--- src/rtl/game_pkg.sv ---
// Shared definitions for the typing-race game controller: state encoding,
// PS/2 scancodes of the control keys and the round-length preset tables.
package game_pkg;

  typedef enum logic [1:0] {
    SELECT    = 2'd0,
    COUNTDOWN = 2'd1,
    INGAME    = 2'd2,
    FINISH    = 2'd3
  } game_state_t;

  localparam logic [6:0] KEY_ENTER = 7'h5A;
  localparam logic [6:0] KEY_ESC   = 7'h76;
  localparam logic [6:0] KEY_M     = 7'h3A;
  localparam logic [6:0] KEY_V     = 7'h2A;

  // Seconds for a timed round, words for a word-count round.
  localparam logic [6:0] TIME_PRESET [4] = '{7'd15, 7'd30, 7'd60, 7'd120};
  localparam logic [6:0] WORD_PRESET [4] = '{7'd10, 7'd25, 7'd50, 7'd100};

  function automatic logic [6:0] preset_value(input logic mode, input logic [1:0] sel);
    return mode ? WORD_PRESET[sel] : TIME_PRESET[sel];
  endfunction

endpackage

--- src/rtl/game_sequencer_key_press_edge.sv ---
// key_press_edge: turns the keyboard decoder's held flags plus event strobe
// into a single-cycle press for a freshly pressed key. Breaks and typematic
// repeats of a key that is already held produce no press.
module key_press_edge
  import game_pkg::*;
(
  input  logic         clk,
  input  logic         rst_n,
  input  logic [127:0] key_down,
  input  logic [8:0]   last_change,
  input  logic         key_valid,
  output logic         press,
  output logic [6:0]   press_code
);

  logic held;
  logic prev_held;
  logic unused_bits;

  assign held        = key_down[last_change[6:0]];
  assign unused_bits = ^last_change[8:7];

  // Remember whether the key named by last_change was already held last cycle.
  always_ff @(posedge clk or negedge rst_n) begin
    if (!rst_n) prev_held <= 1'b0;
    else        prev_held <= held;
  end

  assign press      = key_valid && held && !prev_held;
  assign press_code = last_change[6:0];

endmodule

--- src/rtl/game_sequencer.sv ---
// game_sequencer: top-level game FSM. Selects mode and length in SELECT,
// runs an optional 3-second countdown, then hands control to the datapath
// until it reports finish or the player aborts with ESC.
// Optional feature macro: GAME_COUNTDOWN_EN (countdown state, prescaler and
// cd_digit). Without it ENTER jumps straight from SELECT to INGAME.
// The key event input is a plain strobe (key_valid, no ready): a press is
// observed in the cycle key_valid is high and acted upon at the next edge.
module game_sequencer
  import game_pkg::*;
#(
  parameter int CYC_PER_SEC = 100_000_000
) (
  input  logic         clk,
  input  logic         rst_n,
  input  logic [127:0] key_down,
  input  logic [8:0]   last_change,
  input  logic         key_valid,
  input  logic         finish,
  output logic [1:0]   state,
  output logic         mode,
  output logic [6:0]   value,
  output logic [1:0]   cd_digit,
  output logic         start_pulse,
  output logic         done_pulse
);

  game_state_t cur_state, next_state;
  logic        press;
  logic [6:0]  press_code;
  logic        is_enter, is_esc, is_m, is_v;
  logic [1:0]  sel, sel_n;
  logic        mode_n;

  key_press_edge u_key_press_edge (
    .clk         (clk),
    .rst_n       (rst_n),
    .key_down    (key_down),
    .last_change (last_change),
    .key_valid   (key_valid),
    .press       (press),
    .press_code  (press_code)
  );

  assign is_enter = press && (press_code == KEY_ENTER);
  assign is_esc   = press && (press_code == KEY_ESC);
  assign is_m     = press && (press_code == KEY_M);
  assign is_v     = press && (press_code == KEY_V);

  assign state = cur_state;

`ifdef GAME_COUNTDOWN_EN
  localparam int PW = (CYC_PER_SEC > 1) ? $clog2(CYC_PER_SEC) : 1;
  localparam logic [PW-1:0] PRE_MAX = PW'(CYC_PER_SEC - 1);
  logic [PW-1:0] prescaler;
  logic          cd_wrap;
  assign cd_wrap = (prescaler == PRE_MAX);
`else
  logic unused_cfg;
  assign unused_cfg = (CYC_PER_SEC > 0);
`endif

  // State register.
  always_ff @(posedge clk or negedge rst_n) begin
    if (!rst_n) cur_state <= SELECT;
    else        cur_state <= next_state;
  end

  // Next-state logic; ESC is checked first wherever it has an effect.
  always_comb begin
    next_state = cur_state;
    case (cur_state)
      SELECT: begin
        if (is_enter) begin
`ifdef GAME_COUNTDOWN_EN
          next_state = COUNTDOWN;
`else
          next_state = INGAME;
`endif
        end
      end
      COUNTDOWN: begin
`ifdef GAME_COUNTDOWN_EN
        if (is_esc)                            next_state = SELECT;
        else if (cd_wrap && cd_digit == 2'd1) next_state = INGAME;
`else
        next_state = SELECT;
`endif
      end
      INGAME: begin
        if (is_esc)      next_state = SELECT;
        else if (finish) next_state = FINISH;
      end
      FINISH: begin
        if (is_esc || is_enter) next_state = SELECT;
      end
      default: next_state = SELECT;
    endcase
  end

  // Selection edits: M and V only act while in SELECT.
  always_comb begin
    mode_n = mode;
    sel_n  = sel;
    if (cur_state == SELECT) begin
      if (is_m) mode_n = ~mode;
      if (is_v) sel_n  = sel + 2'd1;
    end
  end

  // Registered outputs: selection, preset value and entry pulses.
  always_ff @(posedge clk or negedge rst_n) begin
    if (!rst_n) begin
      mode        <= 1'b0;
      sel         <= 2'd0;
      value       <= TIME_PRESET[0];
      start_pulse <= 1'b0;
      done_pulse  <= 1'b0;
    end else begin
      mode        <= mode_n;
      sel         <= sel_n;
      value       <= preset_value(mode_n, sel_n);
      start_pulse <= (next_state == INGAME) && (cur_state != INGAME);
      done_pulse  <= (next_state == FINISH) && (cur_state != FINISH);
    end
  end

`ifdef GAME_COUNTDOWN_EN
  // Countdown prescaler and digit: restart on entry, tick down on each wrap.
  always_ff @(posedge clk or negedge rst_n) begin
    if (!rst_n) begin
      prescaler <= '0;
      cd_digit  <= 2'd0;
    end else if (next_state == COUNTDOWN && cur_state != COUNTDOWN) begin
      prescaler <= '0;
      cd_digit  <= 2'd3;
    end else if (next_state == COUNTDOWN) begin
      if (cd_wrap) begin
        prescaler <= '0;
        cd_digit  <= cd_digit - 2'd1;
      end else begin
        prescaler <= prescaler + PW'(1);
      end
    end else begin
      prescaler <= '0;
      cd_digit  <= 2'd0;
    end
  end
`else
  assign cd_digit = 2'd0;
`endif

endmodule

--- config.mk ---
export PLATFORM = sky130hd
export DESIGN_NAME = game_sequencer
export DESIGN_NICKNAME = d
export VERILOG_FILES = /design/src/rtl/game_pkg.sv /design/src/rtl/game_sequencer_key_press_edge.sv /design/src/rtl/game_sequencer.sv
export SDC_FILE = /design/constraint.sdc
export NUM_CORES = 1
export LEC_CHECK = 0
export CORE_MARGIN = 2
export CORE_UTILIZATION = 31
export CTS_CLUSTER_SIZE = 24
export DETAILED_ROUTE_END_ITERATION = 16
export PLACE_DENSITY = 0.76
export SLEW_MARGIN = 20
export SYNTH_ARGS = -nofsm -noshare
export SYNTH_HDL_FRONTEND = slang
export SYNTH_SLANG_ARGS = --single-unit
--- constraint.sdc ---
create_clock -name clk -period 2 [get_ports clk]
set_input_delay 0.3 -clock clk [delete_from_list [all_inputs] [get_ports clk]]
set_output_delay 0.3 -clock clk [all_outputs]
set_load 0.01 [all_outputs]
## After elaboration in Yosys (flattened, before gate mapping)

Index checks and enable logic that the tools add are counted.

| word-level totals | value |
|---|---|
| register bits after elaboration | 15 |
| input port bits | 141 |
| output and inout port bits | 14 |

| operators by class | value |
|---|---|
| reductions and logical operators | 11 |
| multiplexer cells | 18 |
| add/sub/neg operators | 1 |
| magnitude comparators | 2 |
| bitwise gates (word level) | 2 |
| equality and inequality tests | 11 |

Operators by type and width:

| operator | count |
|---|---|
| $mux 7 | 5 |
| $bmux 7 s2 | 2 |
| $eq 7x6->1 const B | 2 |
| $eq 7x7->1 const B | 2 |
| $mux 2 | 6 |
| $eq 2x2->1 const B | 4 |
| $logic_and 1x1->1 | 8 |
| $lt 7x8->1 const B | 1 |
| $pmux 2 s4 | 1 |
| $bmux 1 s7 | 1 |
| $ne 2x2->1 const B | 2 |
| $ge 3x3->1 const B | 1 |
| $mux 1 | 3 |
| $not 2->3 | 1 |
| $add 2x1->2 const B | 1 |
| $eq 2x1->1 const B | 1 |
| $logic_not 2->1 | 1 |
| $logic_not 1->1 | 1 |
| $logic_or 1x1->1 | 1 |
| $not 1->1 | 1 |

## Longest topological paths before layout

Gate-level depths: netlist of the first run.

| logic depth | value |
|---|---|
| depth after elaboration | 12 |
| depth in mapped cells | 12 |

## Hierarchy

From an unflattened synthesis of the first run, not the netlist that was laid out.

| second synthesis, totals | value |
|---|---|
| cells, all modules | 204 |
| area total of the unflattened synthesis | 2183.3 µm² |

By module, submodules not included:

| module | area each (µm²) | seq. area each (µm²) | cells an instance | times used |
|---|---|---|---|---|
| key_press_edge | 1373.8 | 25.0 | 132 | 1 |
| game_sequencer | 809.5 | 330.3 | 72 | 1 |

## Worst setup path before layout of the first run

Ideal clock, no wire load.

| timing | value |
|---|---|
| path kind | input -> register |
| start point | in last_change[0] |
| end point | reg value[0] |
| stages | 10 |
| setup slack | -0.548 ns |
| buffers on the path | 1 |
| arrival time | 2.465 ns |
| setup time | 0.082 ns |
| required time | 1.918 ns |
| cell sequence | buf_6 -> mux4_1 -> mux2_2 -> o22ai_2 -> nor4_4 -> and2_1 -> xor2_1 -> inv_1 -> ha_1 -> mux2_4 |

| between the ends | value |
|---|---|
| cells in the longest elaborated chain, start to end | 12 |
| elaborated cells on any way between the ends | 20 |

RTL lines:

| item | line | RTL |
|---|---|---|
| start: declaration | game_sequencer.sv:16 | `input logic [8:0] last_change,` |
| $bmux 1 s7 | game_sequencer_key_press_edge.sv:20 | `assign held = key_down[last_change[6:0]];` |
| $mux 1 (implied by the code) | game_sequencer_key_press_edge.sv:20 |  |
| $logic_and 1x1->1 (2 in a row) | game_sequencer_key_press_edge.sv:29 | `assign press = key_valid && held && !prev_held;` |
| $logic_and 1x1->1 * | game_sequencer.sv:47 | `assign is_v = press && (press_code == KEY_V);` |
| $mux 2 * | game_sequencer.sv:106 | `if (is_v) sel_n = sel + 2'd1;` |
| $mux 2 * | game_sequencer.sv:104 | `if (cur_state == SELECT) begin` |
| net sel_n[0] | game_sequencer.sv:31 | `logic [1:0] sel, sel_n;` |
| $not 2->3 (implied by the code) * | game_pkg.sv:22 | `return mode ? WORD_PRESET[sel] : TIME_PRESET[sel];` |
| $bmux 7 s2 | game_pkg.sv:22 |  |
| $mux 7 (implied by the code) (2 in a row) | game_pkg.sv:22 |  |
| $mux 7 * | game_pkg.sv:22 |  |
| end signal: assignment | game_sequencer.sv:115 | `value <= TIME_PRESET[0];` |
| end signal: assignment | game_sequencer.sv:121 | `value <= preset_value(mode_n, sel_n);` |
| end: declaration | game_sequencer.sv:21 | `output logic [6:0] value,` |

Mark *: on every way through the listed nets, which the timed path passes. The rest lies on a longest branch. The select of a mux whose other input is x is not followed.

## Final worst setup path of the first run

Same ends and word-level chain as after synthesis.

==> results.md, run 1 <==
* Hold Path Class: input pin to asynchronous set/reset pin
* Inst Count DP at 440
* Reg area at 355.3 um^2
* Slowest CP cell: mux4_2
* Warnings, synthesis at 0
* Nets at 524
* Final ANT Viol Nets at 0
* Worst Slack Setup Final at -0.1751 ns
* Final core occ at 62.62%
* Die W at 85.31 um
* DR vias at 2,316
* Worst-path clk slew at 0.06 ns
* Req. time, crit path at 2.17 ns
* Post-place instance area at 0.003794 mm^2
* Number of setup violations in the final report at 6
* Num Clock Sinks at 14
* Startpoint types: input pin
* Clock Skew at 0.004269 ns
* Slew Limit Fails at 0
* Cell count after synthesis at 205
* Peak supply drop at 0.2177 mV
* PnR Total Power at 1.237 mW
* Total GRT Usage at 19.51%
* Iter 0 DRT Violations at 175
* Syn_area_per_cell at 9.997 um^2
* Top FF cell, synth: dfrtp_1
* Starting Density at 32.09%
* Slew @ Worst Pin at 0.6128 ns
* # diodes at 0
* Hpwl dp at 5998 um
* Worst reg2reg path endpoint: value[4]
* Crit path kind: input pin to flip-flop
* Layout cells sized above 1 at 30.77%
* Final hold slack at 0.4427 ns
* IO Pins at 155
* Largest driver fanout on the critical path at 7
* Routed wl met3 at 608 um
* Filler cells at 554
* Critical path endpoint: value[0]
* Period Utilization, post-route at 108.8%
* Vias in the first global route at 2,478
* Outcome: finished, violations left
* Asr flop ratio synth at 100.0%
* Post-synth EDFFs at 0
* Post-layout min period at 2.175 ns
* Clock Path Buffers at 2
* Final instance area at 0.003999 mm^2
* Violated checks: setup timing
* H-tree depth at 1
* Port Buffers at 150
* Core box area at 0.006386 mm^2
* Die Footprint at 0.007278 mm^2
* CP most frequent cell: mux2_4
* Power per cell area at 309.2 mW/mm^2
* First-pass GRT wire length at 11,520 um
* WP data arrival at 2.35 ns
* Drt pass-1 iters at 4
* Register bit total from synthesis at 14
* Site row count at 29
* RSZ-0062 raised after global routing: yes
* Die Y-Extent at 85.31 um
* Initial antenna violation count at 0
* Area of the multi-input gates at 0.001674 mm^2
* Reg2Reg Launch Point: state[1]
* Max-slew headroom at 59.02%
* Area grow syn2layout at 95.12%
* Largest net degree at the start of global routing at 17
* Max-cap viol count at 0
* Overflow after GRT at 0
* Worst-skew pair later-pin latency at 0.24 ns
* Final Instance Count excl. Fillers at 454
* Synthesized area at 0.002049 mm^2
* Routed WL per cell at 15.80 um
* CP startpoint: last_change[0]
* Crit-path cells: buf_12, mux4_2, mux2_4, o22ai_4, nor4_4, and2_4, xor2_4, inv_2, ha_4, mux2_4
* Fmax at 459.7 MHz
* CP Capture Type: flip-flop
* Top Metal Used: met4
* Yosys cell types at 53
* CTS Buf Count at 3
* Detail-routed via count per cell at 5.101
* Slowest stage delay, CP at 0.49 ns
* DR WL met2 at 3805 um
* CTS tree: yes
* Root Buffer: clkbuf_8
* GPL Wtd Cong at 0.8365
* Metal-1 WL at 2672 um
* Worst R2R Setup Slack at 0.01 ns
* R2r worst-path depth at 9
* Leak at 1.743 nW
* Final hold violation count at 0
* Residual DRC at 0
* Sequential area share after synthesis at 17.34%
* Final WL at 7175 um
[critical path, delay by kind of cell]
| family | cells | cell delay, ns |
|---|---|---|
| multiplexers | 3 | 1.04 |
| AND/OR/NAND/NOR | 2 | 0.26 |
| AO/OA/AOI/OAI | 1 | 0.20 |
| XOR/XNOR | 1 | 0.22 |
| adder cells (fa/ha/maj) | 1 | 0.15 |
| buffers and inverters | 2 | 0.18 |
[final cells by class]
cell class	instances	share of cell area (%)
Clock buffer	4	1.377
Inverter	9	0.8448
Multi-Input combinational cell	161	41.86
Sequential cell	14	8.886
Tap cell	77	2.409
Timing Repair Buffer	189	44.62
[metal layers]
layer	global-route usage, %	vias to the layer above
met1	22.76	1081
met5	0	-
li1	-	1126
met2	36.36	99
met4	5.051	0
met3	3.599	10
[placed cells by master (no fill, tap or decap), types with 5 or more instances in the layout]
cell / synthesis / final
clkdlybuf4s50_1: 0 / 112
mux2i_1: 40 / 40
nor2_1: 7 / 7
mux2_4: 1 / 5
o21ai_0: 5 / 5
nand2_1: 10 / 9
buf_2: 8 / 14
clkdlybuf4s15_1: 0 / 10
a31oi_1: 5 / 5
a21oi_1: 6 / 6
mux4_2: 9 / 13
inv_1: 9 / 7
dfrtp_1: 10 / 10
a22oi_1: 15 / 14
buf_12: 0 / 5
clkbuf_2: 0 / 9
buf_4: 6 / 30
[kinds of logic after synthesis]
logic type                 Yosys count  share of synthesized area [%]
other                                1                         0.1830
buffers and inverters               31                          8.730
DFF                                 14                          17.34
adders and majority gates            5                          3.053
xor gates and xnor gates             4                          2.626
AOI/OAI and AO/OA                   44                          16.24
and+or+nand+nor                     47                          13.80
muxes                               59                          38.03
[worst min-delay path by stage]
stage / endpoint / cells past startpoint / startpoint
finish: sel[0] / 1 / rst_n
global route: mode / 1 / rst_n
detailed placement: done_pulse / 2 / state[0]
floorplan: done_pulse / 0 / rst_n
global placement: done_pulse / 2 / state[0]
CTS: done_pulse / 1 / rst_n
[metrics by stage]
stage / TNS (ns) / worst slack, ns
finish: -0.4942 / -0.1751
global route: -1.101 / -0.2333
CTS: -0.6884 / -0.2054
detailed placement: -10.96 / -1.076
global placement: -9.958 / -0.9702
floorplan: -1.693 / -0.4608
[registers in the layout (all words and copies together), names as in the netlist]
| register | count |
|---|---|
| start_pulse | 1 |
| u_key_press_edge.prev_held | 1 |
| mode | 1 |
| value | 7 |
| done_pulse | 1 |
| state | 2 |
| sel | 1 |
[synthesized netlist by cell type (5+ instances only)]
library cell	n	share of area [%]
buf_2	8	2.0
mux4_2	9	9.9
a31oi_1	5	1.5
ha_1	5	3.1
a22oi_1	15	5.5
dfrtp_1	10	12
nor2_1	7	1.3
a21oi_1	6	1.5
o21ai_0	5	1.2
mux2i_1	40	20
buf_4	6	2.2
inv_1	9	1.6
nand2_1	10	1.8
[repair_timing]
item / in CTS / in global routing
hold buffers: 0 / 0
pin swaps: 10 / 8
setup buffers: 3 / 7
cloned: 1 / 0
endpoints found under the setup margin: 14 / 10
resized for setup: 111 / 32
[power by group]
part / switching, mW / total [mW] / internal, mW
logic: 0.225 / 0.662 / 0.437
clock network: 0.0966 / 0.271 / 0.174
registers: 0.00752 / 0.304 / 0.296
Power figures use the tool's default switching activity.
==> inputs of run 2 (changes only) <==
--- a/config.mk
+++ b/config.mk
@@ -5,11 +5,12 @@
 export SDC_FILE = /design/constraint.sdc
 export NUM_CORES = 1
 export LEC_CHECK = 0
-export CORE_MARGIN = 2
+export CORE_MARGIN = 8
 export CORE_UTILIZATION = 31
 export CTS_CLUSTER_SIZE = 24
 export DETAILED_ROUTE_END_ITERATION = 16
 export PLACE_DENSITY = 0.76
+export SETUP_SLACK_MARGIN = 0.3
 export SLEW_MARGIN = 20
 export SYNTH_ARGS = -nofsm -noshare
 export SYNTH_HDL_FRONTEND = slang
==> run 2 against run 1 <==
  * The flow still finishes with violations (setup timing)
  * Worst hold slack improved by 0.0071 ns
  * Combinational power up 4.4%
  * Count of clock-buffer cells in the layout did not move
  * Flip-flop and latch count unchanged
  * Cell count grew 1.5%
  * Clock power about the same
  * Utilization grew 1.7 points
  * Global-route usage shrank 2.3 points
  * Critical endpoint unchanged
  * Largest cell class unchanged
  * Highest routed layer unchanged
==> results.md, run 2 (same netlist as run 1, synthesis figures left out) <==
* Violated checks: setup timing (unchanged)
* Largest driver fanout on the critical path at 5 (was 7)
* Area of the multi-input gates at 0.001689 mm^2 (was 0.001674 mm^2)
* Total GRT Usage at 17.21% (was 19.51%)
* CTS Buf Count at 3 (unchanged)
* RSZ-0062 raised after global routing: yes (unchanged)
* Most frequent cells in the layout: clkdlybuf4s50_1 (112), mux2i_1 (40), buf_4 (31) (was clkdlybuf4s50_1 (112), mux2i_1 (40), buf_4 (30))
* Worst Slack Setup Final at -0.1988 ns (was -0.1751 ns)
* Clock Skew at 0.008614 ns (was 0.004269 ns)
* Worst-path clk slew at 0.06 ns (about the same)
* Die Footprint at 0.009469 mm^2 (was 0.007278 mm^2)
* Iter 0 DRT Violations at 99 (was 175)
* Vias in the first global route at 2,706 (was 2,478)
* WP data arrival at 2.36 ns (was 2.35 ns)
* # diodes at 0 (unchanged)
* Final hold violation count at 0 (unchanged)
* Nets at 531 (was 524)
* Hold Path Class: input pin to asynchronous set/reset pin (unchanged)
* Worst-skew pair later-pin latency at 0.24 ns (about the same)
* Startpoint types: input pin (unchanged)
* Filler cells at 528 (was 554)
* Outcome: finished, violations left (unchanged)
* Max-cap viol count at 0 (unchanged)
* Largest net degree at the start of global routing at 19 (was 17)
* Number of setup violations in the final report at 9 (was 6)
* First-pass GRT wire length at 13,570 um (was 11,520 um)
* Commonest non-fill, non-tap cell in the layout: clkdlybuf4s50_1 (unchanged)
* Leak at 1.797 nW (was 1.743 nW)
* Clock Path Buffers at 2 (unchanged)
* Peak supply drop at 0.2015 mV (was 0.2177 mV)
* Layout cells sized above 1 at 32.55% (was 30.77%)
* Slew Limit Fails at 0 (unchanged)
* Final WL at 8365 um (was 7175 um)
* Final ANT Viol Nets at 0 (unchanged)
* Period Utilization, post-route at 109.9% (was 108.8%)
* GPL Wtd Cong at 0.8821 (was 0.8365)
* Max reg flops at 7 (unchanged)
* Detail-routed via count per cell at 5.093 (was 5.101)
* Num Clock Sinks at 14 (unchanged)
* Setup TNS at -1.032 ns (was -0.4942 ns)
* Core box area at 0.006386 mm^2 (unchanged)
* Root Buffer: clkbuf_8 (unchanged)
* Req. time, crit path at 2.16 ns (was 2.17 ns)
* Overflow after GRT at 0 (unchanged)
* Initial antenna violation count at 0 (unchanged)
* Fmax at 454.8 MHz (was 459.7 MHz)
* CTS tree: yes (unchanged)
* DR vias at 2,348 (was 2,316)
* Die Y-Extent at 97.31 um (was 85.31 um)
* Hpwl dp at 6915 um (was 5998 um)
* Site row count at 29 (unchanged)
* Residual DRC at 0 (unchanged)
* Post-layout min period at 2.199 ns (was 2.175 ns)
* Drt pass-1 iters at 4 (unchanged)
* Reg area at 357.8 um^2 (was 355.3 um^2)
* Routed WL per cell at 18.15 um (was 15.80 um)
* H-tree depth at 1 (unchanged)
* Die W at 97.31 um (was 85.31 um)
* Starting Density at 32.09% (unchanged)
* Slew @ Worst Pin at 0.6372 ns (was 0.6128 ns)
* Area grow syn2layout at 100.4% (was 95.12%)
* Place WS at -0.9984 ns (was -1.076 ns)
* Biggest register: value (unchanged)
* Power per cell area at 308.2 mW/mm^2 (was 309.2 mW/mm^2)
* IO Pins at 155 (unchanged)
* Post-CTS Hold Buffers at 0 (unchanged)
* Port Buffers at 150 (unchanged)
* Max-slew headroom at 57.39% (was 59.02%)
* Crit path kind: input pin to flip-flop (unchanged)
* CP Capture Type: flip-flop (unchanged)
==> run 2: critical path, cell delays in order <==
cell and delay [ns]:
buf_4 0.14, buf_6 0.12, buf_6 0.12, buf_4 0.13, mux2_4 0.20, o22ai_4 0.07, nor4_4 0.29, and2_4 0.23
nand2_4 0.10, xnor2_4 0.19, ha_2 0.20, mux2_4 0.27
==> run 2: area by class of cell <==
class | count | share of cell area [%]
clock buffers | 4 | 1.341
inverters | 9 | 0.8227
multi-input cells | 161 | 41.13
flip-flops and latches | 14 | 8.714
well taps | 77 | 2.346
repair buffers | 196 | 45.64
==> run 2: path summary, 6_finish.rpt <==
kind | slack [ns] | start | end | cells past startpoint
setup / recovery | -0.20 | last_change[3] | value[0] | 12
hold / removal | 0.45 | rst_n | value[4] | 1
setup reg to reg | -0.01 | state[1] | value[0] | 8
hold reg to reg | 0.55 | state[0] | done_pulse | 2
max in group asynchronous | 1.09 | rst_n | mode | 1
min in group clk | 0.55 | state[0] | done_pulse | 2
==> run 2: per-stage QoR <==
stage / hold slack [ns] / util [%] / cell area (um^2) / cells / power [mW]
final: 0.4499 / 64.30 / 4106 / 461 / 1.265
after global routing: 0.5020 / 64.30 / 4106 / 461 / 1.338
after CTS: 0.4661 / 63.89 / 4080 / 460 / 1.264
after detailed placement: 0.5382 / 59.68 / 3811 / 442 / 0.9468
after global placement: 0.5333 / 59.68 / 3811 / 442 / 0.9369
after floorplan: 0.004409 / - / 2152 / 206 / 0.5770
==> run 2: report_power, final <==
group	internal [mW]	switching [mW]
Combinational	0.454	0.237
Clock	0.174	0.0970
Sequential	0.296	0.00716
Total	0.925	0.341
==> run 2: repair_timing <==
item / CTS / global route
resized for setup: 136 / 11
setup buffers: 13 / 1
pin swaps: 17 / 9
endpoints found under the setup margin: 15 / 15
gates cloned: 1 / 0
endpoints found under the hold margin: 0 / 0
==> run 2: metal layers <==
metal	track usage [%]	share of wire (%)
met5	0	0
met4	4.429	1.7
met3	4.481	7.5
met2	32.34	53
met1	18.44	38
